[src/rtl/uop_sequencer.sv]
// Microcode sequencer: walks the uop ROM, decodes each uop's control field and
// streams its payload to the execute stage over a valid/ready handshake.
module uop_sequencer #(
  parameter  int UOP_BUF_SIZE  = 128,
  parameter  int UOP_BUF_WIDTH = 64,
  parameter  int STACK_DEPTH   = 4,
  localparam int AW            = $clog2(UOP_BUF_SIZE),
  localparam int PW            = UOP_BUF_WIDTH - 16
) (
  input  logic                     clk,
  input  logic                     reset,
  input  logic                     start,
  input  logic [AW-1:0]            entry_addr,
  input  logic                     abort,
  output logic [AW-1:0]            uop_addr,
  input  logic [UOP_BUF_WIDTH-1:0] uop,
  input  logic [15:0]              cond_flags,
  output logic                     uop_valid,
  input  logic                     uop_ready,
  output logic [PW-1:0]            uop_payload,
  output logic                     busy,
  output logic                     done,
  output logic                     error
);

  localparam int SPW = $clog2(STACK_DEPTH + 1);
  localparam int SIW = (STACK_DEPTH > 1) ? $clog2(STACK_DEPTH) : 1;

  typedef enum logic [1:0] {IDLE, RUN, ERROR} state_t;

  localparam logic [3:0] CTL_JUMP   = 4'd1;
  localparam logic [3:0] CTL_BRANCH = 4'd2;
  localparam logic [3:0] CTL_CALL   = 4'd3;
  localparam logic [3:0] CTL_RET    = 4'd4;
  localparam logic [3:0] CTL_END    = 4'd5;

  state_t         state, state_nxt;
  logic [AW-1:0]  upc, upc_nxt;
  logic [SPW-1:0] sp, sp_nxt;
  logic           error_nxt, done_nxt, push;
  logic [AW-1:0]  stack [STACK_DEPTH];

  logic [3:0]    ctl;
  logic [7:0]    tgt_field;
  logic [AW-1:0] tgt;
  logic [3:0]    sel;
  logic [AW-1:0] upc_inc;
  logic          unused_tgt_bits;

  // Target field is 8 bits wide in the uop; only the low AW bits address the ROM.
  assign ctl             = uop[UOP_BUF_WIDTH-1 -: 4];
  assign tgt_field       = uop[PW+4 +: 8];
  assign tgt             = tgt_field[AW-1:0];
  assign sel             = uop[PW +: 4];
  assign unused_tgt_bits = ^tgt_field;
  assign upc_inc         = (upc == AW'(UOP_BUF_SIZE - 1)) ? '0 : upc + 1'b1;

  assign uop_addr    = upc;
  assign uop_payload = uop[PW-1:0];
  assign uop_valid   = (state == RUN);
  assign busy        = (state == RUN);

  always_ff @(posedge clk or negedge reset) begin
    if (!reset) begin
      state <= IDLE;
      upc   <= '0;
      sp    <= '0;
      done  <= 1'b0;
      error <= 1'b0;
    end else begin
      state <= state_nxt;
      upc   <= upc_nxt;
      sp    <= sp_nxt;
      done  <= done_nxt;
      error <= error_nxt;
    end
  end

  // Return-stack storage needs no reset: entries are only read below sp.
  always_ff @(posedge clk) begin
    if (push) stack[SIW'(sp)] <= upc_inc;
  end

  always_comb begin
    state_nxt = state;
    upc_nxt   = upc;
    sp_nxt    = sp;
    error_nxt = error;
    done_nxt  = 1'b0;
    push      = 1'b0;
    if (abort) begin
      state_nxt = IDLE;
      sp_nxt    = '0;
      error_nxt = 1'b0;
    end else begin
      unique case (state)
        IDLE, ERROR: begin
          if (start) begin
            state_nxt = RUN;
            upc_nxt   = entry_addr;
            sp_nxt    = '0;
            error_nxt = 1'b0;
          end
        end
        RUN: begin
          if (uop_ready) begin
            upc_nxt = upc_inc;
            case (ctl)
              CTL_JUMP:   upc_nxt = tgt;
              CTL_BRANCH: if (cond_flags[sel]) upc_nxt = tgt;
              CTL_CALL: begin
                if (sp == SPW'(STACK_DEPTH)) begin
                  upc_nxt   = upc;
                  state_nxt = ERROR;
                  error_nxt = 1'b1;
                end else begin
                  push    = 1'b1;
                  sp_nxt  = sp + 1'b1;
                  upc_nxt = tgt;
                end
              end
              CTL_RET: begin
                if (sp == '0) begin
                  upc_nxt   = upc;
                  state_nxt = ERROR;
                  error_nxt = 1'b1;
                end else begin
                  sp_nxt  = sp - 1'b1;
                  upc_nxt = stack[SIW'(sp - 1'b1)];
                end
              end
              CTL_END: begin
                upc_nxt   = upc;
                state_nxt = IDLE;
                sp_nxt    = '0;
                done_nxt  = 1'b1;
              end
              default: ;
            endcase
          end
        end
        default: state_nxt = IDLE;
      endcase
    end
  end

endmodule

[config.mk]
export PLATFORM = sky130hd
export DESIGN_NAME = uop_sequencer
export DESIGN_NICKNAME = d
export VERILOG_FILES = /design/src/rtl/uop_sequencer.sv
export SDC_FILE = /design/constraint.sdc
export NUM_CORES = 1
export LEC_CHECK = 0
export ABC_CLOCK_PERIOD_IN_PS = 2300
export BUFFER_PORTS_ARGS = -buffer_cell sky130_fd_sc_hd__buf_2
export CAP_MARGIN = 20
export CORE_UTILIZATION = 42
export CTS_CLUSTER_SIZE = 24
export DETAILED_ROUTE_END_ITERATION = 7
export PLACE_DENSITY_LB_ADDON = 0.12
export REMOVE_ABC_BUFFERS = 1
export SLEW_MARGIN = 20
export SYNTH_ARGS = -nofsm -noshare
export SYNTH_HDL_FRONTEND = slang
export SYNTH_SLANG_ARGS = --single-unit
[constraint.sdc]
create_clock -name clk -period 2.3 [get_ports clk]
set_input_delay 0.23 -clock clk [delete_from_list [all_inputs] [get_ports clk]]
set_output_delay 0.23 -clock clk [all_outputs]
set_load 0.05 [all_outputs]
==> out/results.ini, run 1 <==
[sta]
slew_headroom_pct=68.8
hold_violations=0
setup_tns_ns=0
rsz0062_at_grt=no
setup_viol=0
clock.fmax_mhz=488
slew_viol_final=0
period_share_pct=89.1
fin_skew_ns=0.00701
tightest_slew_ns=0.467
layout_min_cycle_time_ns=2.05

[setup_path]
cp_top_family=compound AO/OA/AOI/OAI gates
ff2ff_setup_slack_ns=0.25
arrival_ns=2.24
end_kind=flop
path_depth=8
cp_slowest_stage_delay_ns=0.41
cp-startpoint=sp[1]$_DFFE_PN0P_
r2r_cells=8
crit_fanout=10
worstSetupPathType=reg2reg
reg2reg_from=sp[1]$_DFFE_PN0P_
r2r_end=uop_addr[2]$_DFFE_PN0P_
path_cells=inv_1, ha_2, nor2b_1, o21ai_1, a211oi_1, buf_4, nor3_1, a222oi_1
slowest_stage=dfrtp_1
critPathLaunchType=flop
critPathCapture=uop_addr[2]$_DFFE_PN0P_
critPathRequiredTime_ns=2.49
cp_num_buf_inv=2

[synthesis]
ys_seq_area_share_pct=40.5
synth_enable_flop_cells=28
syn_area_sq_um=2940
ys_ff_latch=42
avgSynthCellArea_sq_um=10.5
synth_cell_type_count=47
syn_inst=280
yosysWarnings=0
synth_ff_type=edfxtp_1
ys_async_sr_fraction_pct=33.3

[clock_tree]
cts_root_buffer=clkbuf_8
cts_sinks=42
clk_pin_slew_ns=0.09
insertion_delay_ns=0.30
htree_levels=2
cts_buffer_depth=2
tritoncts=built
cts_buffers=5

[placed_design]
port_buffers=53
placed_area_sq_um=3000
hpwl_mm=7.12
gp_congestion=0.802

[global_routing]
grt_max_degree=16
track_usage_pct=25.6
antenna_found_initial=0
grt_pass1_wl_mm=13.6
overflow=0
grt_pass1_vias=2155

[power]
p_leak_uw=0.00121
vdd_drop_max_mv=0.532
power_density_nw_per_um2=668

[finish]
fin_nets=392
antenna_cells=0
final_common_cell=buf_2
syn_to_final_growth_pct=5.65
design_area_sq_um=3110
drive_above_1_share_pct=32.2
fill_cells=703
final_cell_mix=53 x buf_2, 28 x edfxtp_1, 27 x nand2_1

[floorplanning]
die_h_microns=85.7
initial_core_util_pct=43.3
io_pins=151
die_w_microns=85.7
core_area_sq_um=6790
row_count=30
die_area_sq_um=7350

[outcome]
status=finished clean

[drt]
drc=0
drtAntennaViolNets=0
first_pass_iters=4
wl_mm=9.12
drtIter0Drc=150
vias_per_cell=5.81
wl_per_cell_microns=23.3
vias=2273

[job]
max_cap_viol_count=0

[hold_path]
hold_class=in2reg
worstHoldPathCells=2

worst register-to-register path, stage by stage (launching register included):
cell	delay [ns]
dfrtp_1	0.41
inv_1	0.13
ha_2	0.25
nor2b_1	0.15
o21ai_1	0.09
a211oi_1	0.27
buf_4	0.21
nor3_1	0.07
a222oi_1	0.36
metrics by stage:
stage          std cells  utilization [%]  hold slack [ns]  total power [uW]  setup WS [ns]
2_1_floorplan        218                -          -0.0656              1340         0.0298
3_3_place_gp         382             44.2            0.173              1580          0.255
3_5_place_dp         382             44.2            0.165              1580          0.219
4_1_cts              391             45.7            0.208              2090          0.202
5_1_grt              391             45.8            0.212              2180         0.0180
6_report             391             45.8            0.205              2080          0.250
power by group:
part	switching [uW]	internal, uW	leakage [uW]
Combinational	411	226	0.000732
Sequential	48.1	890	0.000434
Clock	285	217	0.0000408
Total	744	1330	0.00121
cell families after synthesis:
logic type | Yosys count | synth area share (%)
compound gates | 62 | 15.0
flops | 42 | 40.5
xor+xnor | 4 | 1.19
mux | 15 | 9.78
buf+inv | 68 | 15.6
simple gates | 83 | 15.4
fa+ha+maj | 6 | 2.55
cell type report:
cell class | instances | area [sq um] | area share, %
Clock buffer | 5 | 68.8 | 2.21
Clock inverter | 3 | 23.8 | 0.765
Inverter | 6 | 22.5 | 0.724
Multi-Input combinational cell | 170 | 1290 | 41.6
Sequential cell | 42 | 1190 | 38.3
Tap cell | 96 | 120 | 3.86
Timing Repair Buffer | 69 | 388 | 12.5
repair_timing:
item / in CTS / in global routing
endpoints found under the hold margin: 14 / 0
hold buffers: 1 / 0
gates resized for setup: 0 / 1
buffers inserted: 0 / 0
endpoints found under the setup margin: 0 / 1
synth_stat cells, drive strengths merged (5+ instances only):
| master | count | area [sq um] |
|---|---|---|
| buf | 57 | 418 |
| edfxtp | 28 | 841 |
| nand2 | 27 | 101 |
| dfrtp | 14 | 350 |
| a21oi | 13 | 65.1 |
| mux4 | 11 | 248 |
| nand3 | 11 | 55.1 |
| o21ai | 11 | 55.1 |
| a22oi | 9 | 95.1 |
| and2 | 7 | 43.8 |
| nor2 | 7 | 26.3 |
| o31ai | 7 | 52.6 |
| a311oi | 6 | 52.6 |
| ha | 6 | 75.1 |
| inv | 6 | 22.5 |
| nor2b | 6 | 37.5 |
| clkbuf | 5 | 18.8 |
| o22ai | 5 | 31.3 |
sequential cells by signal, indices dropped and copies added, names as in the netlist:
name      flops
stack        28
uop_addr      7
error         1
sp            3
state         2
done          1
how the worst min path moves through the flow:
stage	slack, ns	start	endpoint
3_3_place_gp	0.17	reset	sp[0]$_DFFE_PN0P_
2_1_floorplan	-0.07	reset	done$_DFF_PN0_
5_1_grt	0.21	abort	state[0]$_DFFE_PN0P_
6_report	0.20	abort	state[0]$_DFFE_PN0P_
4_1_cts	0.21	abort	state[0]$_DFFE_PN0P_
3_5_place_dp	0.17	reset	sp[0]$_DFFE_PN0P_
per-layer routing:
metal,vias to the layer above,GRT usage [%],part of all wire (%)
met1,1084,34.3,43
li1,1015,-,-
met2,157,31.1,38
met3,13,18.9,16
met4,4,5.91,1.0
met5,-,15.4,1.6
No activity file was read; power rests on OpenSTA's default activity.
==> run 2: changes to the inputs <==
Settings changed: ABC_CLOCK_PERIOD_IN_PS 2300 to 1790.
Clock period 2.3 ns to 1.79 ns, I/O delays scaled along.
==> run 2 against run 1 <==
Against the previous run:
- the flow now finishes with violations (setup timing)
- highest routed layer unchanged
- worst setup slack got worse by 0.29 ns
- final cell count increased by 6.4%
- critical path depth unchanged
- sequential power increased by 28%
- clock power increased by 28%
==> out/results.ini, run 2 (synthesis results as in run 1) <==
[outcome]
status=finished with violations
violations=setup timing

[setup_path]
cp_top_family=compound AO/OA/AOI/OAI gates
end_kind=flop
slowest_stage=dfrtp_1
cp_slowest_stage_delay_ns=0.38
crit_fanout=3
reg2reg_from=sp[0]$_DFFE_PN0P_
r2r_cells=8
r2r_end=uop_addr[5]$_DFFE_PN0P_
critPathLaunchType=flop
ff2ff_setup_slack_ns=-0.04
worstSetupPathType=reg2reg
path_cells=inv_2, ha_4, buf_6, mux4_2, nand2_2, nand3_2, a311oi_2, o31ai_2
critPathRequiredTime_ns=1.97
arrival_ns=2.01
cp_num_buf_inv=2

[sta]
layout_min_cycle_time_ns=1.83
slew_viol_final=0
clock.fmax_mhz=547
setup_viol=2
setup_ws_ns=-0.0371
fin_skew_ns=0.00267
period_share_pct=102
hold_violations=0
tightest_slew_ns=0.395
holdWs_ns=0.176
slew_headroom_pct=73.5
rsz0062_at_grt=yes

[clock_tree]
insertion_delay_ns=0.29
cts_root_buffer=clkbuf_8
cts_buffer_depth=2
clk_pin_slew_ns=0.09
tritoncts=built
cts_buffers=5
cts_sinks=42
htree_levels=2

[global_routing]
overflow=0
antenna_found_initial=0
track_usage_pct=26.0
use_met3_pct=19.2
grt_max_degree=16
busiest_layer=met1
use_met1_pct=34.3
met2_usage_pct=33.7
grt_pass1_wl_mm=13.7
grt_pass1_vias=2254

[drt]
drtAntennaViolNets=0
drc=0
drtIter0Drc=194
first_pass_iters=7
wl_per_cell_microns=22.7
wl_mm=9.43
vias=2402
vias_per_cell=5.77

[power]
p_seq_share_pct=42.0
power_frac_clock_pct=22.6
power.switching_uw=1020
switching_share_pct=35.9
pwr-share-comb_pct=35.5
intPower_uw=1830
p_leak_uw=0.00138
vdd_drop_max_mv=0.523
power_density_nw_per_um2=813
p_total_uw=2860

[hold_path]
worstHoldPathCells=3
hold_end=state[1]$_DFFE_PN0P_
hp-start=uop_ready
hold_class=in2reg

[placed_design]
dp.cells=405
hpwl_mm=7.43
placed_area_sq_um=3230
gp_congestion=0.924
port_buffers=53

[floorplanning]
initial_core_util_pct=43.3
row_count=30
io_pins=151
die_area_sq_um=7350
die_w_microns=85.7
core_area_sq_um=6790
die_h_microns=85.7

[finish]
final_cell_mix=53 x buf_2, 33 x buf_4, 28 x edfxtp_1
design_area_sq_um=3510
fill_cells=619
antenna_cells=0
drive_above_1_share_pct=47.5
final_common_cell=buf_2
fin_nets=417
instances_no_fill=416
largest_reg_flops=28
regMostFlops=stack
fin_util_pct=51.7
syn_to_final_growth_pct=19.4

[job]
max_cap_viol_count=0

[run 2: power groups by stage]
stage	clock network [uW]	registers, uW	logic (uW)
after floorplan	0	1360	364
after global placement	0	1220	915
after detailed placement	0	1210	916
after CTS	662	1190	935
after global routing	703	1200	1090
final	645	1200	1010
[run 2: worst reg2reg max path, stage by stage (launching register included)]
cell      delay (ns)
dfrtp_1         0.38
inv_2           0.06
ha_4            0.28
buf_6           0.10
mux4_2          0.33
nand2_2         0.08
nand3_2         0.09
a311oi_2        0.30
o31ai_2         0.09
[run 2: through the flow]
step           TNS [ns]  setup slack (ns)
3_5_place_dp     -0.607            -0.153
3_3_place_gp     -0.781            -0.124
6_report        -0.0380           -0.0371
4_1_cts         -0.0331           -0.0217
2_1_floorplan     -8.22            -0.480
5_1_grt          -0.554            -0.106
[run 2: layer usage]
| metal | vias up | part of all wire [%] |
|---|---|---|
| met2 | 179 | 40 |
| met5 | - | 0.87 |
| met3 | 12 | 17 |
| li1 | 1073 | - |
| met4 | 4 | 0.89 |
| met1 | 1134 | 41 |
[run 2: worst max path at each step]
stage	start	endpoint	slack, ns	cells past startpoint
floorplan	sp[0]$_DFFE_PN0P_	uop_addr[2]$_DFFE_PN0P_	-0.48	7
global placement	uop[48]	uop_addr[2]$_DFFE_PN0P_	-0.12	6
detailed placement	uop[48]	uop_addr[2]$_DFFE_PN0P_	-0.15	6
CTS	sp[0]$_DFFE_PN0P_	uop_addr[5]$_DFFE_PN0P_	-0.02	6
global route	sp[0]$_DFFE_PN0P_	uop_addr[5]$_DFFE_PN0P_	-0.11	10
finish	sp[0]$_DFFE_PN0P_	uop_addr[5]$_DFFE_PN0P_	-0.04	8
[run 2: cell type report]
type,count,area (sq um),area share [%]
Clock buffer,5,68.8,1.96
Clock inverter,3,23.8,0.676
Inverter,6,22.5,0.641
Multi-Input combinational cell,170,1450,41.3
Sequential cell,42,1190,33.9
Tap cell,96,120,3.42
Timing Repair Buffer,94,637,18.1
[run 2: timing repair]
action,4_1_cts,5_1_grt
setup buffers,2,0
hold buffers,1,0
resized for setup,8,38
pin swaps,6,9
hold endpoints to repair,14,0
setup endpoints to repair,35,36
==> run 3: changes to the inputs <==
Settings changed: REMOVE_ABC_BUFFERS 1 to not set.
==> run 3 against run 2 <==
Against the previous run:
- hold slack worse by 0.030 ns
- largest power group unchanged
- the flow now finishes without violations
- largest cell class unchanged
- power about the same
- sequential power is essentially flat
- non-clock buffer count down 5
==> out/results.ini, run 3 (synthesis results as in run 1) <==
[power]
power.switching_uw=1020
switching_share_pct=35.6
p_leak_uw=0.00133
p_total_uw=2860
intPower_uw=1840
power_frac_clock_pct=23.6
pwr-share-comb_pct=34.5
p_seq_share_pct=42.0
vdd_drop_max_mv=0.310
power_density_nw_per_um2=843

[global_routing]
grt_pass1_vias=2194
track_usage_pct=19.2
overflow=0
antenna_found_initial=0
grt_max_degree=17
grt_pass1_wl_mm=10.8

[placed_design]
port_buffers=53
placed_area_sq_um=3200
gp_congestion=0.816
hpwl_mm=5.37

[sta]
fin_skew_ns=0.00751
rsz0062_at_grt=yes
slew_viol_final=0
setup_viol=0
layout_min_cycle_time_ns=1.77
hold_violations=0
slew_headroom_pct=76.0
tightest_slew_ns=0.358
clock.fmax_mhz=567
setup_tns_ns=0
holdWs_ns=0.146
period_share_pct=98.6

[drt]
wl_mm=6.95
drtIter0Drc=136
drtAntennaViolNets=0
vias_per_cell=5.55
first_pass_iters=4
drc=0
wl_per_cell_microns=16.9
vias=2283

[finish]
regMostFlops=stack
fin_util_pct=49.9
design_area_sq_um=3390
largest_reg_flops=28
fill_cells=618
final_cell_mix=53 x buf_2, 34 x buf_4, 28 x edfxtp_1
syn_to_final_growth_pct=15.1
drive_above_1_share_pct=45.7
final_common_cell=buf_2
antenna_cells=0
fin_nets=412

[clock_tree]
cts_buffer_depth=2
cts_sinks=42
htree_levels=2
cts_buffers=5
insertion_delay_ns=0.30
cts_root_buffer=clkbuf_8
post_cts_buffers=0
clk_pin_slew_ns=0.09
tritoncts=built

[hold_path]
worstHoldPathCells=2
hold_class=in2reg

[floorplanning]
die_w_microns=85.7
initial_core_util_pct=43.3
io_pins=151
die_area_sq_um=7350
core_area_sq_um=6790
row_count=30
die_h_microns=85.7

[setup_path]
arrival_ns=1.95
critPathLaunchType=flop
end_kind=flop
r2r_cells=7
worstSetupPathType=reg2reg
critPathRequiredTime_ns=1.98
crit_fanout=6

[outcome]
status=finished clean

[synthesis]
synth_nets=378

[job]
max_cap_viol_count=0

run 3: final timing paths:
kind,from,to,slack (ns)
max,sp[0]$_DFFE_PN0P_,uop_addr[2]$_DFFE_PN0P_,0.02
min,abort,state[0]$_DFFE_PN0P_,0.15
max reg2reg,sp[0]$_DFFE_PN0P_,uop_addr[2]$_DFFE_PN0P_,0.02
min reg2reg,error$_DFFE_PN0P_,error$_DFFE_PN0P_,0.49
max in group asynchronous,reset,uop_addr[2]$_DFFE_PN0P_,1.21
min in group asynchronous,reset,sp[1]$_DFFE_PN0P_,0.31
run 3: metal layers:
layer  GRT usage (%)  share of wire (%)  vias to the layer above
met5               0                  0                        -
met4            6.52                1.9                        0
met3            5.49                6.8                       18
met2            31.9                 48                       82
met1            24.2                 43                     1126
li1                -                  -                     1057
run 3: final cells by class:
cell class	instances	area [sq um]	share of cell area, %
multi-input combinational	170	1410	41.5
sequential	42	1200	35.3
timing repair buffer	89	542	16.0
tap	96	120	3.55
clock buffer	5	68.8	2.03
clock inverter	3	28.8	0.850
inverter	6	25.0	0.739
run 3: critical path, stage by stage (launching register included):
cell	delay (ns)
dfrtp_2	0.45
inv_4	0.07
ha_4	0.14
nor2b_1	0.16
o21ai_2	0.10
a211oi_4	0.34
nor3_2	0.06
a222oi_1	0.33
run 3: timing repair:
| item | CTS | global route |
|---|---|---|
| resized for setup | 5 | 17 |
| hold endpoints to repair | 14 | 0 |
| hold buffers | 1 | 0 |
| pin swaps | 4 | 5 |
| endpoints found under the setup margin | 7 | 35 |
run 3: stage by stage:
step / cells / setup slack (ns)
after floorplan: 280 / -0.0297
after global placement: 402 / -0.114
after detailed placement: 402 / -0.180
after CTS: 411 / -0.0188
after global routing: 411 / -0.0983
final: 411 / 0.0249
run 3: power groups by stage:
stage	Combinational [uW]	Sequential, uW	Clock (uW)
after global placement	951	1220	0
after global routing	1060	1210	725
final	984	1200	674
after CTS	971	1200	690
after detailed placement	956	1220	0
after floorplan	718	1360	0
